File: src/rtl/dtree_pkg.sv
// Shared constants, loader state encoding and feature-slot map
// for the decision-tree front end.
package dtree_pkg;

  localparam int FEAT_W       = 8;
  localparam int CLASS_W      = 2;
  localparam int NUM_FEATURES = 18;
  localparam int IDX_W        = $clog2(NUM_FEATURES);
  localparam int VEC_W        = NUM_FEATURES * FEAT_W;
  localparam int FRM_W        = 16;

  typedef enum logic [1:0] {
    LOAD,
    DRAIN,
    EVAL,
    OUT
  } ldr_state_t;

  // Tree inputs X4/X5 are unused, so slots 4.. skip ahead by two
  localparam int X_MAP [NUM_FEATURES] = '{
    0, 1, 2, 3, 6, 7, 8, 9, 10,
    11, 12, 13, 14, 15, 16, 17, 18, 19
  };

  function automatic int slot_to_x(input int slot);
    return X_MAP[slot];
  endfunction

endpackage

File: src/rtl/dtree_feature_loader_if.sv
// Byte-stream in / class-result out handshake bundle
// between host and feature loader.
interface dtree_feature_loader_if;
  import dtree_pkg::*;

  logic               s_valid;
  logic               s_ready;
  logic [FEAT_W-1:0]  s_data;
  logic               s_last;
  logic               m_valid;
  logic               m_ready;
  logic [CLASS_W-1:0] m_class;

  modport slave (
    input  s_valid, s_data, s_last, m_ready,
    output s_ready, m_valid, m_class
  );

  modport master (
    output s_valid, s_data, s_last, m_ready,
    input  s_ready, m_valid, m_class
  );

endinterface

File: src/rtl/dtree_feature_loader.sv
// Deserialises feature bytes into the tree vector, waits for the
// tree to settle, then returns the captured class.
module dtree_feature_loader
  import dtree_pkg::*;
#(
  parameter int TREE_LAT = 2
) (
  input  logic                 clk,
  input  logic                 rst_n,
  dtree_feature_loader_if.slave bus,
  output logic [VEC_W-1:0]     feat_vec,
  input  logic [CLASS_W-1:0]   cls_in,
  output logic                 err_len,
  output logic [FRM_W-1:0]     frames
);

  localparam int CNT_W =
    (TREE_LAT > 0) ? $clog2(TREE_LAT + 1) : 1;
  localparam logic [IDX_W-1:0] LAST_IDX =
    IDX_W'(NUM_FEATURES - 1);
  localparam logic [CNT_W-1:0] CNT_INIT = CNT_W'(TREE_LAT);

  ldr_state_t         state_q, state_d;
  logic [IDX_W-1:0]   idx_q, idx_d;
  logic [VEC_W-1:0]   feat_q, feat_d;
  logic [CNT_W-1:0]   cnt_q, cnt_d;
  logic [CLASS_W-1:0] cls_q, cls_d;
  logic               mval_q, mval_d;
  logic               err_q, err_d;
  logic [FRM_W-1:0]   frames_q, frames_d;
  logic               rdy_q;
  logic               accept;

  assign accept = bus.s_valid & bus.s_ready;

  always_ff @(posedge clk) begin
    if (!rst_n) begin
      state_q  <= LOAD;
      idx_q    <= '0;
      feat_q   <= '0;
      cnt_q    <= '0;
      cls_q    <= '0;
      mval_q   <= 1'b0;
      err_q    <= 1'b0;
      frames_q <= '0;
      rdy_q    <= 1'b0;
    end else begin
      state_q  <= state_d;
      idx_q    <= idx_d;
      feat_q   <= feat_d;
      cnt_q    <= cnt_d;
      cls_q    <= cls_d;
      mval_q   <= mval_d;
      err_q    <= err_d;
      frames_q <= frames_d;
      rdy_q    <= 1'b1;
    end
  end

  always_comb begin
    state_d  = state_q;
    idx_d    = idx_q;
    feat_d   = feat_q;
    cnt_d    = cnt_q;
    cls_d    = cls_q;
    mval_d   = mval_q;
    err_d    = 1'b0;
    frames_d = frames_q;
    unique case (1'b1)
      state_q == LOAD: begin
        if (accept) begin
          feat_d[int'(idx_q)*FEAT_W +: FEAT_W] = bus.s_data;
          idx_d = idx_q + IDX_W'(1);
          if (bus.s_last) begin
            idx_d = '0;
            if (idx_q == LAST_IDX) begin
              state_d = EVAL;
              cnt_d   = CNT_INIT;
            end else begin
              err_d = 1'b1;
            end
          end else if (idx_q == LAST_IDX) begin
            idx_d   = '0;
            err_d   = 1'b1;
            state_d = DRAIN;
          end
        end
      end
      state_q == DRAIN: begin
        if (accept && bus.s_last) begin
          state_d = LOAD;
          idx_d   = '0;
        end
      end
      state_q == EVAL: begin
        // Zero latency captures in the entry cycle itself
        if (cnt_q == '0) begin
          cls_d   = cls_in;
          mval_d  = 1'b1;
          state_d = OUT;
        end else begin
          cnt_d = cnt_q - CNT_W'(1);
        end
      end
      state_q == OUT: begin
        if (bus.m_ready) begin
          mval_d  = 1'b0;
          state_d = LOAD;
          if (frames_q != '1) frames_d = frames_q + FRM_W'(1);
        end
      end
      default: ;
    endcase
  end

  always_comb begin
    bus.s_ready = rdy_q &
      ((state_q == LOAD) | (state_q == DRAIN));
    bus.m_valid = mval_q;
    bus.m_class = cls_q;
    feat_vec    = feat_q;
    err_len     = err_q;
    frames      = frames_q;
  end

endmodule
File: src/flat_wrapper.sv
// flat-port wrapper written by rule: the top's interface ports become plain ports
module dtree_feature_loader_flat import dtree_pkg::*;
#(
  parameter int TREE_LAT = 2
)
  (clk, rst_n, feat_vec, cls_in, err_len, frames, bus_s_valid, bus_s_data, bus_s_last, bus_m_ready, bus_s_ready, bus_m_valid, bus_m_class);
  dtree_feature_loader_if bus_i ();
  input  logic clk;
  input  logic rst_n;
  output logic [VEC_W-1:0] feat_vec;
  input  logic [CLASS_W-1:0] cls_in;
  output logic err_len;
  output logic [FRM_W-1:0] frames;
  input wire logic [$bits(bus_i.s_valid)-1:0] bus_s_valid;
  input wire logic [$bits(bus_i.s_data)-1:0] bus_s_data;
  input wire logic [$bits(bus_i.s_last)-1:0] bus_s_last;
  input wire logic [$bits(bus_i.m_ready)-1:0] bus_m_ready;
  output wire logic [$bits(bus_i.s_ready)-1:0] bus_s_ready;
  output wire logic [$bits(bus_i.m_valid)-1:0] bus_m_valid;
  output wire logic [$bits(bus_i.m_class)-1:0] bus_m_class;
  assign bus_i.s_valid = bus_s_valid;
  assign bus_i.s_data = bus_s_data;
  assign bus_i.s_last = bus_s_last;
  assign bus_i.m_ready = bus_m_ready;
  assign bus_s_ready = bus_i.s_ready;
  assign bus_m_valid = bus_i.m_valid;
  assign bus_m_class = bus_i.m_class;
  dtree_feature_loader #(.TREE_LAT(TREE_LAT)) u_core (.clk(clk), .rst_n(rst_n), .bus(bus_i), .feat_vec(feat_vec), .cls_in(cls_in), .err_len(err_len), .frames(frames));
endmodule
File: config.mk
export PLATFORM = sky130hd
export DESIGN_NAME = dtree_feature_loader_flat
export DESIGN_NICKNAME = d
export VERILOG_FILES = /design/src/rtl/dtree_pkg.sv /design/src/rtl/dtree_feature_loader_if.sv /design/src/rtl/dtree_feature_loader.sv /design/src/flat_wrapper.sv
export SDC_FILE = /design/constraint.sdc
export NUM_CORES = 1
export LEC_CHECK = 0
export CORE_MARGIN = 3
export CORE_UTILIZATION = 54
export CTS_CLUSTER_SIZE = 24
export DETAILED_ROUTE_END_ITERATION = 8
export PLACE_DENSITY_LB_ADDON = 0.15
export SLEW_MARGIN = 0
export SYNTH_ARGS = -nofsm -noshare
export SYNTH_HDL_FRONTEND = slang
export SYNTH_SLANG_ARGS = --single-unit
File: constraint.sdc
create_clock -name clk -period 5.4 [get_ports clk]
set_clock_uncertainty 0.2 [all_clocks]
set_input_delay 0.81 -clock clk [delete_from_list [all_inputs] [get_ports clk]]
set_output_delay 0.81 -clock clk [all_outputs]
set_load 0.01 [all_outputs]
## Word-level counts from Yosys, hierarchy flattened

Cells that the tools add are included.

- Equal/unequal tests: 12
- Reductions and logical operators: 15
- Bitwise logic cells: 3
- Add/sub/neg operators: 4
- Shift operators: 2
- Mux-type cells: 25

Operator list:

| kind | count |
|---|---|
| 144-bit bitwise mux | 1 |
| 8-bit by 33-bit variable shift with 144-bit output, first input constant | 1 |
| 8-bit by 33-bit variable part select with 144-bit output | 1 |
| 8-bit negator with 33-bit output | 1 |
| 2-bit two-way mux | 10 |
| 5-bit two-way mux | 4 |
| 16-bit by 1-bit adder with 16-bit output, second input constant | 1 |
| 16-bit inequality test, second input constant | 1 |
| 2-bit inequality test, second input constant | 6 |
| 3-bit AND reduction | 4 |
| 5-bit case mux with 2 select lines | 1 |
| 2-bit case mux with 4 select lines | 1 |
| 1-bit two-way mux | 6 |
| 6-bit AND reduction | 1 |
| 2-bit nonzero test | 3 |
| 5-bit by 1-bit adder with 5-bit output, second input constant | 1 |
| 5-bit == test, second input constant | 1 |
| 5-bit AND reduction | 1 |
| 2-bit == test, second input constant | 2 |
| 2-bit logical NOT | 2 |
| 2-bit case mux with 2 select lines | 1 |
| 2-bit AND reduction | 2 |
| 4-bit nonzero test | 1 |
| 1-bit bitwise AND | 2 |
| other kinds (6) | 6 |

- Word-level logic and storage cells: 70
- Input port bits: 15
- Output and inout bits: 165
- Register bits after elaboration: 174

## Logic depth before layout (Yosys ltp)

- Word-level depth: 7
- Gate-level depth with buffers: 11
- Depth with buffers taken out: 8

## Least setup slack after synthesis

No wires, ideal clock.

- Path kind: register to register
- From: register u_core.idx_q[0]
- To: register u_core.feat_q[78] (netlist: u_core.feat_vec[78])
- Data required time: 5.059 ns
- Path buffers: 2
- Cell stages (with the launch flop): 11
- Path slack: 2.371 ns
- Period minus slack after synthesis: 3.029 ns
- Data arrival time: 2.688 ns
- Library setup time: 0.141 ns
- Cells stage by stage: dfxtp_1 buf_2 inv_1 ha_1 buf_2 nor3b_1 ha_1 nand2b_1 a211oi_4 nor4b_4 o22ai_1

- Longest elaborated chain between the ends: 3
- Elaborated cells on any way between the ends: 4
- Those cells by class: add/sub: 1; shift: 2; mux: 1

Ends and longest elaborated chain:

| element | RTL line | source |
|---|---|---|
| start, declared | dtree_feature_loader.sv:24 | `logic [IDX_W-1:0] idx_q, idx_d;` |
| start signal, assigned | dtree_feature_loader.sv:49 | `idx_q <= idx_d;` |
| 8-bit negator with 33-bit output (*) | dtree_feature_loader.sv:72 | `feat_d[int'(idx_q)*FEAT_W +: FEAT_W] = bus.s_data;` |
| 8-bit by 33-bit variable part select with 144-bit output or 8-bit by 33-bit variable shift with 144-bit output (tied branches) | dtree_feature_loader.sv:72 |  |
| 144-bit bitwise mux (*) | dtree_feature_loader.sv:72 |  |
| end signal, assigned | dtree_feature_loader.sv:50 | `feat_q <= feat_d;` |
| end, declared | dtree_feature_loader.sv:25 | `logic [VEC_W-1:0] feat_q, feat_d;` |

Every way passes the cells marked *; elsewhere a longest branch is shown, timed or not.
A chain may end at the register's enable or synchronous reset.

## Worst setup path in the final report

- From: register u_core.idx_q[0]
- To: register u_core.feat_q[117] (netlist: u_core.feat_vec[117])

Same word-level chain as after synthesis.

==> run metrics <==
clk_lat worst skew=0.43 ns; total power divided by cell area=264 nW/um2; setup TNS=0 ns; Critical path destination=u_core.feat_vec[117]; MaxCap Viol Count=0; reg2reg setup slack=1.42 ns; CORE AREA=14100 um2; Synth Warn #=0; number of port buffers=179; ant diodes=0; CP startpoint=u_core.idx_q[0]; row count=43; DR iter-0 viols=826; Syn-to-layout area delta=30.4%; hold path start=u_core.feat_vec[0]; peak supply drop=0.000197 V; Post-synth top flop=dfxtp_1; Syn Std Cell Area=7890 um2; crit end category=flop; Setup Buffers After CTS=0; io pins=180; Final setup viols=0; Pre-antenna DRT Iters=8; CTS Hold Bufs=0; Multi-input gate area=4060 um2; Slew @ Worst Pin=1.13 ns; simple-gate portion of the synthesized area=25.2%; CTS root buf=clkbuf_16; Via Count=7757; Avg Inst Size Synth=8.94 um2; CTS Sinks=174; Tot Pwr=2.71 mW; die width=127 um; die area=16100 um2; Initial Util=56.0%; post-synth top area share=44.1%; DRC=0; post-synthesis compound-gate area fraction=21.6%; Worst setup SP type=flop; Reg clk slew, reported paths=0.07 ns; Reg-to-Reg End=u_core.feat_vec[117]; Post-synth EDFFs=0; Slew Limit Fails=0; average wire per standard cell=19.6 um; crit path time final=3.98 ns; Syn Inst Count=883; Hold WS=0.252 ns; Total Routing Usage GR=29.1%; Fillers=1102; outcome=completed; FF/Latch Area=3480 um2; post-synthesis mux area share=2.81%; dpl ws=1.55 ns; drt total wl=23.8 mm; synth unique cells=69; post_cts resized=0; first-pass GRT wire length=38.0 mm; dpl hpwl=15.6 mm; Fmax=0.251 GHz; Yosys reg bits=174; RSZ-0062 raised after global routing=false; adder-cell share of the synthesized area=0.951%; initial antenna violation count=0; final hold violation count=0; final worst-path cycle share=73.7%; crit-path max FO=32; layout cells sized above 1=7.07%; Hold Path Class=reg2reg; top-count cell post-synth=dfxtp_1; Final Worst Setup Slack=1.42 ns; RR Startpoint=u_core.idx_q[0]; leading post-synthesis cells by cell area=dfxtp_1, o221ai_1, nand2_1; Chip Height=127 um; largest family of logic cells by synthesized area=simple AND/OR/NAND/NOR gates; DRT antenna net count=0; clock buffer depth=2; CP required=5.53 ns; standby leakage power=3.52 nW; sequential area share after synthesis=44.1%; WS Path Type=reg2reg; Final #Nets=1042; DR vias/cell=6.39; number of global-route vias before repair=7010; FF-to-FF path depth=8; largest net degree at the start of global routing=82; Yosys top cell by area=dfxtp_1; TritonCTS clock tree=done; Post-synth top cells=dfxtp_1, nand2_1, o221ai_1; syn_nets=904; ys async rst share=0%; max_slew headroom=24.2%; CP arrival=4.11 ns; Synth Area in XOR/XNOR=0.777%; total CTS buffers=17; global route total overflow=0; H-tree depth=4; Placer Congestion=0.854
## worst max-delay path: stages (launching register included)
cell and delay (ns):
dfxtp_1 0.65, inv_1 0.15, ha_1 0.38, nor3b_1 0.21, ha_1 0.40, nor4bb_1 0.44, o211a_1 0.89, nand2_1 0.28
o221ai_1 0.28
## cell families (layout without fill, tap and decap cells)
family	after synthesis	count (layout)
AND/OR/NAND/NOR	381	381
AO/OA/AOI/OAI	208	208
flip-flops	174	174
buffers and inverters	85	235
multiplexers	22	22
XOR/XNOR	7	7
adder cells (fa/ha/maj)	6	6
## report_power, final
| group | internal (mW) | total (mW) | switching, mW |
|---|---|---|---|
| Combinational | 0.0480 | 0.186 | 0.138 |
| Clock | 0.726 | 1.23 | 0.508 |
| Sequential | 1.29 | 1.30 | 0.00655 |
| Total | 2.06 | 2.71 | 0.652 |
## metal layers
| metal | global-route usage, % | up-vias | share of wire, % |
|---|---|---|---|
| met1 | 41.2 | 3668 | 43 |
| met3 | 8.04 | 45 | 10 |
| li1 | - | 3630 | - |
| met5 | 0 | - | 0 |
| met4 | 10.1 | 0 | 2.2 |
| met2 | 42.5 | 414 | 44 |
## cells in the final DEF, fill, tap and decap left out, drive strengths merged, types with 6 or more instances in the layout
cell           synthesis  final
or4                    6      6
nand2                153    153
o21ai                 27     27
and3                  14     14
dfxtp                174    174
nor3                  12     12
nand2b                 7      7
nor2                  22     22
a32o                  14     14
buf                   23     13
a22o                   8      8
clkinv                 0      6
clkdlybuf4s50          0    178
o211ai                 7      7
a21oi                 27     27
inv                   13     13
o221ai                76     76
nand4                 19     19
nand3                 54     54
ha                     6      6
clkbuf                49     21
or3                   67     67
mux2i                 21     21
## area by class of cell
type | instances | area share, %
multi-input cells | 624 | 39.4
flip-flops and latches | 174 | 33.9
repair buffers | 191 | 18.3
clock buffers | 21 | 4.67
well taps | 180 | 2.19
clock inverters | 10 | 1.09
inverters | 13 | 0.474
## per-stage QoR
step	cell area, um2	utilization, %	std cells
detailed placement	9690	68.8	1182
CTS	10300	73.0	1213
finish	10300	73.0	1213
floorplan	7890	-	883
global route	10300	73.0	1213
global placement	9690	68.8	1182
## registers in the layout, summed over array words and instances (netlist names)
register,count
u_core.idx_q,5
u_core.bus.m_valid,1
u_core.rdy_q,1
u_core.bus.m_class,2
u_core.err_len,1
u_core.state_q,2
u_core.cnt_q,2
u_core.feat_vec,144
u_core.frames,16
## how the worst min path moves through the flow
| stage | cells after the start | slack, ns | endpoint |
|---|---|---|---|
| after floorplan | 2 | 0.28 | u_core.feat_vec[0] |
| final | 2 | 0.25 | u_core.feat_vec[0] |
| after detailed placement | 2 | 0.25 | u_core.feat_vec[1] |
| after global routing | 2 | 0.27 | u_core.feat_vec[72] |
| after global placement | 2 | 0.24 | u_core.feat_vec[3] |
| after CTS | 2 | 0.25 | u_core.feat_vec[1] |
Note: power is estimated with default switching activity, not from simulation.
